`config.mk`:
```
export PLATFORM = sky130hd
export DESIGN_NAME = control_conduit_mc_flat
export DESIGN_NICKNAME = d
export VERILOG_FILES = /design/src/rtl/control_conduit_mc_pkg.sv /design/src/rtl/control_conduit_mc_if.sv /design/src/rtl/control_conduit_mc_fifo.sv /design/src/rtl/control_conduit_mc.sv /design/src/flat_wrapper.sv
export SDC_FILE = /design/constraint.sdc
export NUM_CORES = 1
export LEC_CHECK = 0
export ABC_CLOCK_PERIOD_IN_PS = 3900
export CAP_MARGIN = 20
export CORE_MARGIN = 2
export CORE_UTILIZATION = 53
export CTS_BUF_LIST = sky130_fd_sc_hd__clkbuf_4
export DETAILED_ROUTE_END_ITERATION = 7
export GPL_ROUTABILITY_DRIVEN = 0
export PLACE_DENSITY = 0.83
export SETUP_SLACK_MARGIN = 0.1
export SLEW_MARGIN = 20
export SYNTH_ARGS = -nofsm -noshare
export SYNTH_HDL_FRONTEND = slang
export SYNTH_SLANG_ARGS = --single-unit
```
`constraint.sdc`:
```
create_clock -name clk_clk -period 3.9 [get_ports clk_clk]
set_input_delay 0.78 -clock clk_clk [delete_from_list [all_inputs] [get_ports clk_clk]]
set_output_delay 0.78 -clock clk_clk [all_outputs]
set_load 0.02 [all_outputs]
```
`src/rtl/control_conduit_mc_pkg.sv`:
```
// Shared constants and address decode for the control conduit.
// Latency: none (package only).
// Backpressure: n/a.
package ctrl_conduit_pkg;

  // Layout of the 32-bit status word returned from the status/control address
  localparam int COUNT_LSB = 0;
  localparam int EMPTY_BIT = 16;
  localparam int FULL_BIT  = 17;
  localparam int OVF_BIT   = 31;
  localparam int STATUS_W  = 32;

  // Addresses 0..ch_n-1 are channel push ports.
  function automatic logic is_channel_addr(input int unsigned addr, input int unsigned ch_n);
    return addr < ch_n;
  endfunction

  // The address just past the last channel is the status/control register.
  // Anything above it is an unmapped hole.
  function automatic logic is_status_addr(input int unsigned addr, input int unsigned ch_n);
    return addr == ch_n;
  endfunction

endpackage

```
`src/rtl/control_conduit_mc_if.sv`:
```
// Bus bundle: register-style write/read port plus the control conduit towards the consumer.
// Latency: none (wiring only).
// Backpressure: consumer throttles via conduit_export_control_ack; pushes are never stalled.
interface control_conduit_mc_if #(
  parameter int DATA_W = 32,
  parameter int CH_N   = 4
);
  localparam int CW = (CH_N > 1) ? $clog2(CH_N) : 1;
  localparam int AW = $clog2(CH_N + 1);

  logic [AW-1:0]     avs_address;
  logic              avs_write;
  logic [DATA_W-1:0] avs_writedata;
  logic              avs_read;
  logic [31:0]       avs_readdata;

  logic [DATA_W-1:0] conduit_export_control_data;
  logic [CW-1:0]     conduit_export_control_channel;
  logic              conduit_export_control_set;
  logic              conduit_export_control_ack;

  // Conduit block side: accepts register traffic, sources control words
  modport slave (
    input  avs_address, avs_write, avs_writedata, avs_read,
    output avs_readdata,
    output conduit_export_control_data, conduit_export_control_channel, conduit_export_control_set,
    input  conduit_export_control_ack
  );

  // Host/consumer side
  modport master (
    output avs_address, avs_write, avs_writedata, avs_read,
    input  avs_readdata,
    input  conduit_export_control_data, conduit_export_control_channel, conduit_export_control_set,
    output conduit_export_control_ack
  );

endinterface

```
`src/rtl/control_conduit_mc_fifo.sv`:
```
// Synchronous FIFO with first-word fall-through head and occupancy count.
// Latency: a pushed word is visible at o_rdata the cycle after the push edge.
// Backpressure: push while full is dropped (even with a same-cycle pop); pop while empty is ignored.
module ctrl_fifo #(
  parameter  int W     = 34,
  parameter  int DEPTH = 8,
  localparam int PW    = $clog2(DEPTH),
  localparam int NW    = PW + 1
) (
  input  logic          clk_clk,
  input  logic          reset_reset_n,
  input  logic          i_push,
  input  logic [W-1:0]  i_wdata,
  input  logic          i_pop,
  output logic [W-1:0]  o_rdata,
  output logic          o_full,
  output logic          o_empty,
  output logic [NW-1:0] o_count
);

  logic [W-1:0]  r_mem [DEPTH];
  logic [PW-1:0] r_wr_ptr;
  logic [PW-1:0] r_rd_ptr;
  logic [NW-1:0] r_count;
  logic          w_push_ok;
  logic          w_pop_ok;

  assign o_full    = (r_count == NW'(DEPTH));
  assign o_empty   = (r_count == '0);
  // Full is judged on the pre-edge count, so a pop in the same cycle does not make room.
  assign w_push_ok = i_push && !o_full;
  assign w_pop_ok  = i_pop && !o_empty;
  assign o_rdata   = r_mem[r_rd_ptr];
  assign o_count   = r_count;

  // Storage array; no reset needed since contents are only observed behind a non-zero count
  always_ff @(posedge clk_clk) begin
    if (w_push_ok) begin
      r_mem[r_wr_ptr] <= i_wdata;
    end
  end

  // Pointers wrap naturally (DEPTH is a power of two); count tracks occupancy 0..DEPTH
  always_ff @(posedge clk_clk or negedge reset_reset_n) begin
    if (!reset_reset_n) begin
      r_wr_ptr <= '0;
      r_rd_ptr <= '0;
      r_count  <= '0;
    end else begin
      if (w_push_ok) begin
        r_wr_ptr <= r_wr_ptr + 1'b1;
      end
      if (w_pop_ok) begin
        r_rd_ptr <= r_rd_ptr + 1'b1;
      end
      case ({w_push_ok, w_pop_ok})
        2'b10:   r_count <= r_count + 1'b1;
        2'b01:   r_count <= r_count - 1'b1;
        default: r_count <= r_count;
      endcase
    end
  end

endmodule

```
`src/rtl/control_conduit_mc.sv`:
```
// Multi-channel control conduit: register writes queue tagged control words for a downstream consumer.
// Latency: pushed word appears on the conduit 1 cycle after the write; status read data 1 cycle after read.
// Backpressure: handshake mode holds the head until ack; pulse mode ignores ack; pushes to a full queue drop and flag overflow.
module control_conduit_mc
  import ctrl_conduit_pkg::*;
#(
  parameter int DATA_W     = 32,
  parameter int CH_N       = 4,
  parameter int DEPTH      = 8,
  parameter int PULSE_MODE = 0
) (
  input logic                 clk_clk,
  input logic                 reset_reset_n,
  control_conduit_mc_if.slave bus
);

  localparam int CW = (CH_N > 1) ? $clog2(CH_N) : 1;
  localparam int AW = $clog2(CH_N + 1);
  localparam int NW = $clog2(DEPTH) + 1;
  localparam int FW = CW + DATA_W;

  logic [AW-1:0]       w_addr;
  logic                w_is_chan;
  logic                w_is_status;
  logic                w_push_req;
  logic                w_clr_bit;
  logic                w_ovf_clr;
  logic [FW-1:0]       w_fifo_wdata;
  logic [FW-1:0]       w_head;
  logic                w_full;
  logic                w_empty;
  logic [NW-1:0]       w_count;
  logic                w_set;
  logic                w_pop;
  logic [STATUS_W-1:0] w_status;
  logic                r_ovf;
  logic [31:0]         r_readdata;

  assign w_addr       = bus.avs_address;
  assign w_is_chan    = is_channel_addr(32'(w_addr), CH_N);
  assign w_is_status  = is_status_addr(32'(w_addr), CH_N);
  assign w_push_req   = bus.avs_write && w_is_chan;
  assign w_fifo_wdata = {w_addr[CW-1:0], bus.avs_writedata};

  // The overflow-clear bit only exists when the data bus reaches bit 31
  generate
    if (DATA_W > OVF_BIT) begin : g_clr_bit
      assign w_clr_bit = bus.avs_writedata[OVF_BIT];
    end else begin : g_no_clr_bit
      assign w_clr_bit = 1'b0;
    end
  endgenerate

  assign w_ovf_clr = bus.avs_write && w_is_status && w_clr_bit;

  ctrl_fifo #(
    .W     (FW),
    .DEPTH (DEPTH)
  ) u_fifo (
    .clk_clk       (clk_clk),
    .reset_reset_n (reset_reset_n),
    .i_push        (w_push_req),
    .i_wdata       (w_fifo_wdata),
    .i_pop         (w_pop),
    .o_rdata       (w_head),
    .o_full        (w_full),
    .o_empty       (w_empty),
    .o_count       (w_count)
  );

  generate
    if (PULSE_MODE != 0) begin : g_pulse
      logic r_gap;
      // Remember that a pulse just went out so the next word waits one low cycle
      always_ff @(posedge clk_clk or negedge reset_reset_n) begin
        if (!reset_reset_n) begin
          r_gap <= 1'b0;
        end else begin
          r_gap <= w_set;
        end
      end
      assign w_set = !w_empty && !r_gap;
      assign w_pop = w_set;
    end else begin : g_handshake
      assign w_set = !w_empty;
      assign w_pop = w_set && bus.conduit_export_control_ack;
    end
  endgenerate

  // Data and tag are forced to zero whenever no word is being offered
  assign bus.conduit_export_control_set     = w_set;
  assign bus.conduit_export_control_data    = w_set ? w_head[DATA_W-1:0] : '0;
  assign bus.conduit_export_control_channel = w_set ? w_head[FW-1:DATA_W] : '0;

  // Sticky overflow; a dropped push outranks a clear in the same cycle
  always_ff @(posedge clk_clk or negedge reset_reset_n) begin
    if (!reset_reset_n) begin
      r_ovf <= 1'b0;
    end else if (w_push_req && w_full) begin
      r_ovf <= 1'b1;
    end else if (w_ovf_clr) begin
      r_ovf <= 1'b0;
    end
  end

  // Status word assembled from the pre-edge queue state
  always_comb begin
    w_status                      = '0;
    w_status[COUNT_LSB +: NW]     = w_count;
    w_status[EMPTY_BIT]           = w_empty;
    w_status[FULL_BIT]            = w_full;
    w_status[OVF_BIT]             = r_ovf;
  end

  // Registered read port: status at the control address, zero elsewhere
  always_ff @(posedge clk_clk or negedge reset_reset_n) begin
    if (!reset_reset_n) begin
      r_readdata <= '0;
    end else if (bus.avs_read && w_is_status) begin
      r_readdata <= w_status;
    end else begin
      r_readdata <= '0;
    end
  end

  assign bus.avs_readdata = r_readdata;

endmodule

```
`src/flat_wrapper.sv`:
```
// flat-port wrapper written by rule: the top's interface ports become plain ports
module control_conduit_mc_flat import ctrl_conduit_pkg::*;
#(
  parameter int DATA_W     = 32,
  parameter int CH_N       = 4,
  parameter int DEPTH      = 8,
  parameter int PULSE_MODE = 0
)
  (clk_clk, reset_reset_n, bus_avs_address, bus_avs_write, bus_avs_writedata, bus_avs_read, bus_avs_readdata, bus_conduit_export_control_data, bus_conduit_export_control_channel, bus_conduit_export_control_set, bus_conduit_export_control_ack);
  control_conduit_mc_if #(.DATA_W(DATA_W), .CH_N(CH_N)) bus_i ();
  input logic clk_clk;
  input logic reset_reset_n;
  input wire logic [$bits(bus_i.avs_address)-1:0] bus_avs_address;
  input wire logic [$bits(bus_i.avs_write)-1:0] bus_avs_write;
  input wire logic [$bits(bus_i.avs_writedata)-1:0] bus_avs_writedata;
  input wire logic [$bits(bus_i.avs_read)-1:0] bus_avs_read;
  output wire logic [$bits(bus_i.avs_readdata)-1:0] bus_avs_readdata;
  output wire logic [$bits(bus_i.conduit_export_control_data)-1:0] bus_conduit_export_control_data;
  output wire logic [$bits(bus_i.conduit_export_control_channel)-1:0] bus_conduit_export_control_channel;
  output wire logic [$bits(bus_i.conduit_export_control_set)-1:0] bus_conduit_export_control_set;
  input wire logic [$bits(bus_i.conduit_export_control_ack)-1:0] bus_conduit_export_control_ack;
  assign bus_i.avs_address = bus_avs_address;
  assign bus_i.avs_write = bus_avs_write;
  assign bus_i.avs_writedata = bus_avs_writedata;
  assign bus_i.avs_read = bus_avs_read;
  assign bus_avs_readdata = bus_i.avs_readdata;
  assign bus_conduit_export_control_data = bus_i.conduit_export_control_data;
  assign bus_conduit_export_control_channel = bus_i.conduit_export_control_channel;
  assign bus_conduit_export_control_set = bus_i.conduit_export_control_set;
  assign bus_i.conduit_export_control_ack = bus_conduit_export_control_ack;
  control_conduit_mc #(.DATA_W(DATA_W), .CH_N(CH_N), .DEPTH(DEPTH), .PULSE_MODE(PULSE_MODE)) u_core (.clk_clk(clk_clk), .reset_reset_n(reset_reset_n), .bus(bus_i));
endmodule
```
Word-level counts from Yosys, hierarchy flattened:

Memories as Yosys holds them, arrays and structs flattened.
Cells that the tools add are included.

* add/sub/neg operators: 4
* multipliers: 0
* div/mod/pow operators: 0
* order comparisons: 1
* equal/unequal tests: 4
* shift-type cells: 0
* multiplexer cells: 8
* bitwise operators: 0
* reductions and logical operators: 13

Operator list (count)
* 32-bit 2-to-1 mux: 2
* 1-bit logical AND: 8
* 4-bit one-hot mux with 2 select lines: 1
* 3-bit by 1-bit adder with 3-bit output (second input constant): 2
* 4-bit by 1-bit adder with 4-bit output (second input constant): 1
* 4-bit equality test (second input constant): 1
* 4-bit logical NOT: 1
* 1-bit 2-to-1 mux: 4
* 2-bit nonzero test: 2
* 4-bit by 1-bit subtractor with 4-bit output (second input constant): 1
* 3-bit equality test (second input constant): 1
* 3-bit < comparator (second input constant): 1
* 2-bit by 1-bit equality test with 1-bit output (second input constant): 1
* 2-bit equality test (second input constant): 1
* 1-bit logical NOT: 2
* 2-bit 2-to-1 mux: 1

* flip-flop bits (word level): 43
* latch bits: 0
* bits in writable memories: 272
* bits in read-only memories: 0
* word-level logic and storage cells: 36
* memories kept: 1

Memories
* u_core.u_fifo.r_mem: depth 8, bits a word 34, read ports 1, clocked after Yosys merged registers in 0, write ports 1, line control_conduit_mc_fifo.sv:21 `logic [W-1:0] r_mem [DEPTH];`

Longest topological paths before layout:

Gate-level depths: netlist of the first run.

* depth in word-level cells: 6
* mapped depth: 12

By module:

Synthesis of the first run repeated with hierarchy kept, for this count alone.

* cell total of the unflattened synthesis: 547
* area total of the unflattened synthesis: 11612.4 um^2

By module, submodules not included
* ctrl_fifo: times used 1, cells each 461, area each 10887.9 um^2, sequential area each 8418.1 um^2
* control_conduit_mc: times used 1, cells each 86, area each 724.4 um^2, sequential area each 200.2 um^2

Worst setup path before layout of the first run:

Ideal clock, no wire load.

* kind: input port to flip-flop
* from: input bus_avs_address[2]
* to: memory u_core.u_fifo.r_mem[0][0] (enable)
* setup time: 0.467 ns
* arrival time: 3.672 ns
* data required time: 3.433 ns
* setup slack: -0.240 ns
* cell stages on the path: 4
* cells stage by stage: nand2b_1 nor2b_2 nand2b_1 nor3_1

* longest elaborated chain between the ends: 5

Ends and longest elaborated chain
* from (decl): line flat_wrapper.sv:13 `input wire logic [$bits(bus_i.avs_address)-1:0] bus_avs_address;`
* 3-bit < comparator: line control_conduit_mc_pkg.sv:15 `return addr < ch_n;`
* 1-bit logical AND: line control_conduit_mc.sv:42 `assign w_push_req = bus.avs_write && w_is_chan;`
* 1-bit logical AND: line control_conduit_mc_fifo.sv:31 `assign w_push_ok = i_push && !o_full;`
* 1-bit 2-to-1 mux: line control_conduit_mc_fifo.sv:38 `if (w_push_ok) begin`
* 1-bit 2-to-1 mux (not written as such): line control_conduit_mc_fifo.sv:39 `r_mem[r_wr_ptr] <= i_wdata;`
* to (decl): line control_conduit_mc_fifo.sv:21

Every way passes these cells.

Worst setup path after layout of the first run:

* from: register u_core.u_fifo.r_rd_ptr[0]
* to: output bus_conduit_export_control_data[4]

* longest elaborated chain between the ends: 2

Ends and longest elaborated chain
* from (decl): line control_conduit_mc_fifo.sv:23 `logic [PW-1:0] r_rd_ptr;`
* from (signal assigned): line control_conduit_mc_fifo.sv:54 `r_rd_ptr <= r_rd_ptr + 1'b1;`
* memory 8 x 34 bit
* 32-bit 2-to-1 mux: line control_conduit_mc.sv:92 `assign bus.conduit_export_control_data = w_set ? w_head[DATA_W-1:0] : '0;`
* to (decl): line flat_wrapper.sv:18 `output wire logic [$bits(bus_i.conduit_export_control_data)-1:0] bus_conduit_export_control_data;`

Every way passes these cells.

==> results of run 1 <==
sequential cells by signal (all words and copies together), names as in the netlist:
signal                   count
u_core.r_ovf                 1
u_core.u_fifo.r_rd_ptr       3
u_core.u_fifo.r_mem        272
u_core.bus.avs_readdata      7
u_core.u_fifo.o_count        4
u_core.u_fifo.r_wr_ptr       3
repair_timing:
action | in CTS | in global routing
setup buffers | 2 | 0
gates resized for setup | 0 | 1
setup endpoints to repair | 6 | 4
worst max path at each step:
stage	startpoint	slack (ns)	end
floorplan	bus_avs_address[2]	0.67	u_core.u_fifo.r_mem[7][0]$_DFFE_PP_
global placement	bus_avs_address[2]	0.79	u_core.u_fifo.r_mem[7][2]$_DFFE_PP_
detailed placement	bus_avs_address[2]	0.72	u_core.u_fifo.o_count[2]$_DFFE_PN0P_
CTS	u_core.u_fifo.r_rd_ptr[1]$_DFFE_PN0P_	0.11	bus_conduit_export_control_data[24]
global route	u_core.u_fifo.r_rd_ptr[0]$_DFFE_PN0P_	0.13	bus_conduit_export_control_data[4]
finish	u_core.u_fifo.r_rd_ptr[0]$_DFFE_PN0P_	0.28	bus_conduit_export_control_data[4]
power by group through the flow:
stage,clock (W),sequential (W),combinational (W)
after floorplan,0,0.00384,0.00227
after global placement,0,0.00404,0.00325
after detailed placement,0,0.00407,0.00330
after CTS,0.00251,0.00397,0.00337
after global routing,0.00267,0.00400,0.00356
final,0.00244,0.00397,0.00331
Yosys cell counts (all sizes together) (2+ instances only):
cell type | n | area share (%)
edfxtp | 272 | 72
inv | 2 | 0.066
mux4 | 68 | 13
mux2 | 3 | 0.36
nor3 | 2 | 0.088
xnor2 | 3 | 0.23
nor2 | 45 | 1.5
nand2b | 5 | 0.27
buf | 42 | 2.5
a21oi | 2 | 0.088
clkbuf | 10 | 0.33
mux2i | 34 | 3.0
and2 | 6 | 0.35
ha | 5 | 0.55
xor2 | 6 | 0.46
dfrtp | 18 | 4.0
nand2 | 5 | 0.16
cell families (layout without fill, tap and decap cells):
| logic type | count (synthesis) | after routing | synth area share (%) |
|---|---|---|---|
| multiplexers | 105 | 105 | 16.8 |
| AND/OR/NAND/NOR | 71 | 71 | 3.03 |
| flip-flops | 290 | 290 | 75.7 |
| buffers and inverters | 54 | 225 | 2.94 |
| other | 1 | 28 | 0.0329 |
| AO/OA/AOI/OAI | 5 | 5 | 0.286 |
| XOR/XNOR | 9 | 9 | 0.692 |
| adder cells (fa/ha/maj) | 5 | 5 | 0.549 |
critical path, cell delays in order, from the launching register on:
cell,delay [ns]
dfrtp_4,0.52
buf_4,0.30
mux4_2,0.61
mux2i_1,0.16
nor2_1,0.05
clkdlybuf4s50_1,0.56
layer usage:
| layer | vias to the layer above | GRT usage, % | part of all wire (%) |
|---|---|---|---|
| li1 | 2469 | - | - |
| met2 | 245 | 33.0 | 51 |
| met5 | - | 0 | 0 |
| met3 | 41 | 5.88 | 7.6 |
| met4 | 0 | 9.25 | 2.4 |
| met1 | 2890 | 25.2 | 39 |
stage by stage:
step / worst slack, ns / util (%) / hold slack (ns) / power [W] / instances
after global placement: 0.789 / 59.7 / 0.460 / 0.00729 / 887
after detailed placement: 0.717 / 59.7 / 0.464 / 0.00737 / 887
final: 0.280 / 64.0 / 0.476 / 0.00973 / 1013
after CTS: 0.105 / 64.0 / 0.477 / 0.00986 / 1010
after floorplan: 0.670 / - / 0.446 / 0.00611 / 564
after global routing: 0.128 / 64.0 / 0.509 / 0.0102 / 1013
layout make-up:
| class | count | share of cell area, % |
|---|---|---|
| Clock buffer | 101 | 5.62 |
| Timing Repair Buffer | 102 | 7.64 |
| Antenna cell | 3 | 0.0556 |
| Tap cell | 275 | 2.55 |
| Multi-Input combinational cell | 220 | 19.2 |
| Clock inverter | 20 | 0.982 |
| Sequential cell | 290 | 63.9 |
| Inverter | 2 | 0.0556 |
==> flow_summary.ini, run 1 <==
[status]
status = completed

[final_layout]
finalNetCount = 732
drive_gt1_share_pct = 29.7
layout.area.seq_um2 = 8630
final_common_cell = edfxtp_1
final_cell_mix = 272 x edfxtp_1, 101 x clkbuf_4, 81 x clkdlybuf4s50_1
area_growth_pct = 18.5
multi_input_area_um2 = 2590
fin_area_um2 = 13500
num-fill-cells = 1428

[sta]
maxSlewViolCount = 0
rsz0062_at_grt = no
tightest_slew_ns = 0.824
final_hold_viol_count = 0
setup_viol = 0
fin_crit_sh_pct = 92.8
fmax_ghz = 0.276
min_period_ns = 3.62
setup_tns_ns = 0
skew_ns = 0.0281
relSlewSlack_pct = 44.9

[power_and_ir_drop]
share_comb_of_total_power_pct = 34.1
switching_power_w = 0.00303
powerDensity_nw_per_um2 = 721
p_clk_share_pct = 25.1
power.leakage_nw = 4.63
ir_drop_mv = 0.530
p_int_w = 0.00670
p_sw_share_pct = 31.1
seq_power_share_pct = 40.8

[setup_path]
path_max_fanout = 12
required_ns = 3.12
cp_data_arrival_time_ns = 2.84
r2r-end = u_core.u_fifo.o_count[2]$_DFFE_PN0P_
startpoint_type = flop
crit_path_end_kind = primary output
critPathKind = reg2out
r2r_cells = 11
r2r_start = u_core.u_fifo.o_count[2]$_DFFE_PN0P_
r2r_setup_slack_ns = 1.00

[worst_hold_path]
hold_path.class = reg2reg
hold_start = u_core.r_ovf$_DFFE_PN0P_
hold_end = u_core.bus.avs_readdata[31]$_DFF_PN0_
whs_path_depth = 1

[route]
vias_per_cell = 5.57
dr_total_vias = 5645
drc = 0
antenna_left = 0
first_pass_iters = 5
wirelength_um = 21700
avgRoutedWirePerCell_um = 21.4
drtIter0Drc = 474

[global_route]
antenna_found_initial = 3
grt_max_degree = 37
grt_pass1_vias = 6138
grt_pass1_wl_um = 33600
grt-ovfl-total = 0
grt_usage_pct = 20.2

[synth]
ys_ff_latch = 290
avgSynthCellArea_um2 = 21.1
syn_inst = 540
synth_edf_count = 272
syn-cell-area_um2 = 11400
synth_top_flop_cell = edfxtp_1
synth_cell_types = 34
yosys_warnings = 0
seq_area_frac_synth_pct = 75.7
async_flop_share_pct = 6.21

[clock_tree]
cts.htree.levels = 3
tritoncts = yes
cts_sinks = 290
cts-root-buf = clkbuf_4
clkLatencyLatePin_ns = 0.65
clk_pin_slew_ns = 0.06
numCtsBuffers = 71
postCtsHoldBufs = 0
cts_buffer_depth = 3

[placed_design]
post_dp_cell_area_um2 = 12600
port_buffers = 81
hpwl_um = 12300

[floorplan]
rows = 53
io_pins = 107
die_w_um = 151
core_area_um2 = 21100
die_h_um = 151
start_util_pct = 54.0
die_area_um2 = 22700

[flow_run]
drv_cap = 0
No activity file was read; power rests on OpenSTA's default activity.
==> inputs of run 2 (changes only) <==
- HOLD_SLACK_MARGIN: not set -> 0.02
- TNS_END_PERCENT: not set -> 10
==> run 2 against run 1 <==
Against the previous run: utilization grew 0.27 points; final cell count grew 0.39%; register-to-register slack improved by 0.03 ns; clock power decreased by 3%; global-route usage about the same; highest routed layer unchanged.
==> flow_summary.ini, run 2 (synthesized netlist as in run 1, its figures left out) <==
[placed_design]
hpwl_um = 12600
port_buffers = 81
dp_cells = 888

[route]
first_pass_iters = 5
vias_per_cell = 5.55
wirelength_um = 21700
drtIter0Drc = 338
avgRoutedWirePerCell_um = 21.4
drc = 0
antenna_left = 0
dr_total_vias = 5640

[final_layout]
final_cell_mix = 272 x edfxtp_1, 98 x clkbuf_4, 81 x clkdlybuf4s50_1
largest_reg_flops = 272
final_common_cell = edfxtp_1
regMostFlops = u_core.u_fifo.r_mem
n_antenna_cell = 0
finalNetCount = 737
fin_cells = 1017
area_growth_pct = 19.0
drive_gt1_share_pct = 29.9

[clock_tree]
numCtsBuffers = 71
clkLatencyLatePin_ns = 0.67
tritoncts = yes
cts_buffer_depth = 3
cts_sinks = 290
cts.htree.levels = 3
ctsResizeCount = 0
clk_pin_slew_ns = 0.06
cts-root-buf = clkbuf_4
postCtsHoldBufs = 0

[setup_path]
required_ns = 3.12
startpoint = u_core.u_fifo.r_rd_ptr[0]$_DFFE_PN0P_
critPathKind = reg2out
r2r_start = u_core.u_fifo.o_count[2]$_DFFE_PN0P_
r2r_setup_slack_ns = 1.03
crit_path_end_kind = primary output
path_max_fanout = 16
startpoint_type = flop
cp_data_arrival_time_ns = 2.88

[floorplan]
io_pins = 107
die_area_um2 = 22700
die_w_um = 151
rows = 53
die_h_um = 151
start_util_pct = 54.0
core_area_um2 = 21100

[worst_hold_path]
hold_start = u_core.u_fifo.r_wr_ptr[0]$_DFFE_PN0P_
hold_path.class = reg2reg

[status]
status = completed

[power_and_ir_drop]
powerDensity_nw_per_um2 = 719
power.leakage_nw = 4.64
ir_drop_mv = 0.504
power_w = 0.00974

[sta]
min_period_ns = 3.66
maxSlewViolCount = 0
skew_ns = 0.0212
fin_crit_sh_pct = 93.7
fmax_ghz = 0.274
rsz0062_at_grt = no
setup_viol = 0
tightest_slew_ns = 0.849
relSlewSlack_pct = 43.2
final_hold_viol_count = 0

[global_route]
antenna_found_initial = 0
grt-ovfl-total = 0
grt_usage_pct = 20.2
grt_pass1_vias = 6114
grt_max_degree = 46
grt_pass1_wl_um = 33400

[flow_run]
drv_cap = 0
-- run 2: worst max-delay path: stages (launching register included) --
cell and delay (ns):
dfrtp_4 0.56, buf_12 0.22, mux4_2 0.52, mux2i_1 0.27, nor2_1 0.07, clkdlybuf4s50_1 0.56
-- run 2: layout make-up --
cell class,count,area (um^2)
Sequential cell,290,8630
Fill cell,1375,7530
Multi-Input combinational cell,220,2590
Timing Repair Buffer,107,1110
Clock buffer,98,736
Tap cell,275,344
Clock inverter,25,144
Inverter,2,7.51
-- run 2: power breakdown --
group	internal, W	switching [W]
registers	0.00370	0.000287
logic	0.00173	0.00165
clock network	0.00124	0.00113
-- run 2: timing repair --
action                                  4_1_cts  5_1_grt
setup buffers                                 5        1
endpoints found under the setup margin       28       14
hold endpoints to repair                      0        0
-- run 2: through the flow --
step | cell area, um^2 | setup TNS (ns) | setup slack [ns] | hold WS [ns] | util, %
6_report | 13600 | 0 | 0.244 | 0.529 | 64.3
3_5_place_dp | 12600 | 0 | 0.571 | 0.490 | 59.8
5_1_grt | 13600 | 0 | 0.115 | 0.548 | 64.3
3_3_place_gp | 12600 | 0 | 0.668 | 0.473 | 59.8
2_1_floorplan | 11500 | -8.14 | -0.239 | 0.446 | -
4_1_cts | 13500 | 0 | 0.0733 | 0.526 | 64.2
-- run 2: final timing paths --
check / endpoint / cells past startpoint
worst max-delay path: bus_conduit_export_control_data[16] / 5
worst min-delay path: u_core.u_fifo.r_wr_ptr[0]$_DFFE_PN0P_ / 1
worst max register to register: u_core.u_fifo.o_count[2]$_DFFE_PN0P_ / 11
worst min register to register: u_core.u_fifo.r_wr_ptr[0]$_DFFE_PN0P_ / 1
max in group asynchronous: u_core.u_fifo.r_rd_ptr[0]$_DFFE_PN0P_ / 1
min in group asynchronous: u_core.u_fifo.r_rd_ptr[1]$_DFFE_PN0P_ / 1
-- run 2: per-layer routing --
| layer | track usage [%] | share of wire [%] | up-vias |
|---|---|---|---|
| met5 | 0 | 0 | - |
| met4 | 6.17 | 1.7 | 0 |
| met3 | 5.45 | 5.3 | 23 |
| met2 | 34.5 | 53 | 192 |
| met1 | 25.4 | 40 | 2940 |
| li1 | - | - | 2485 |
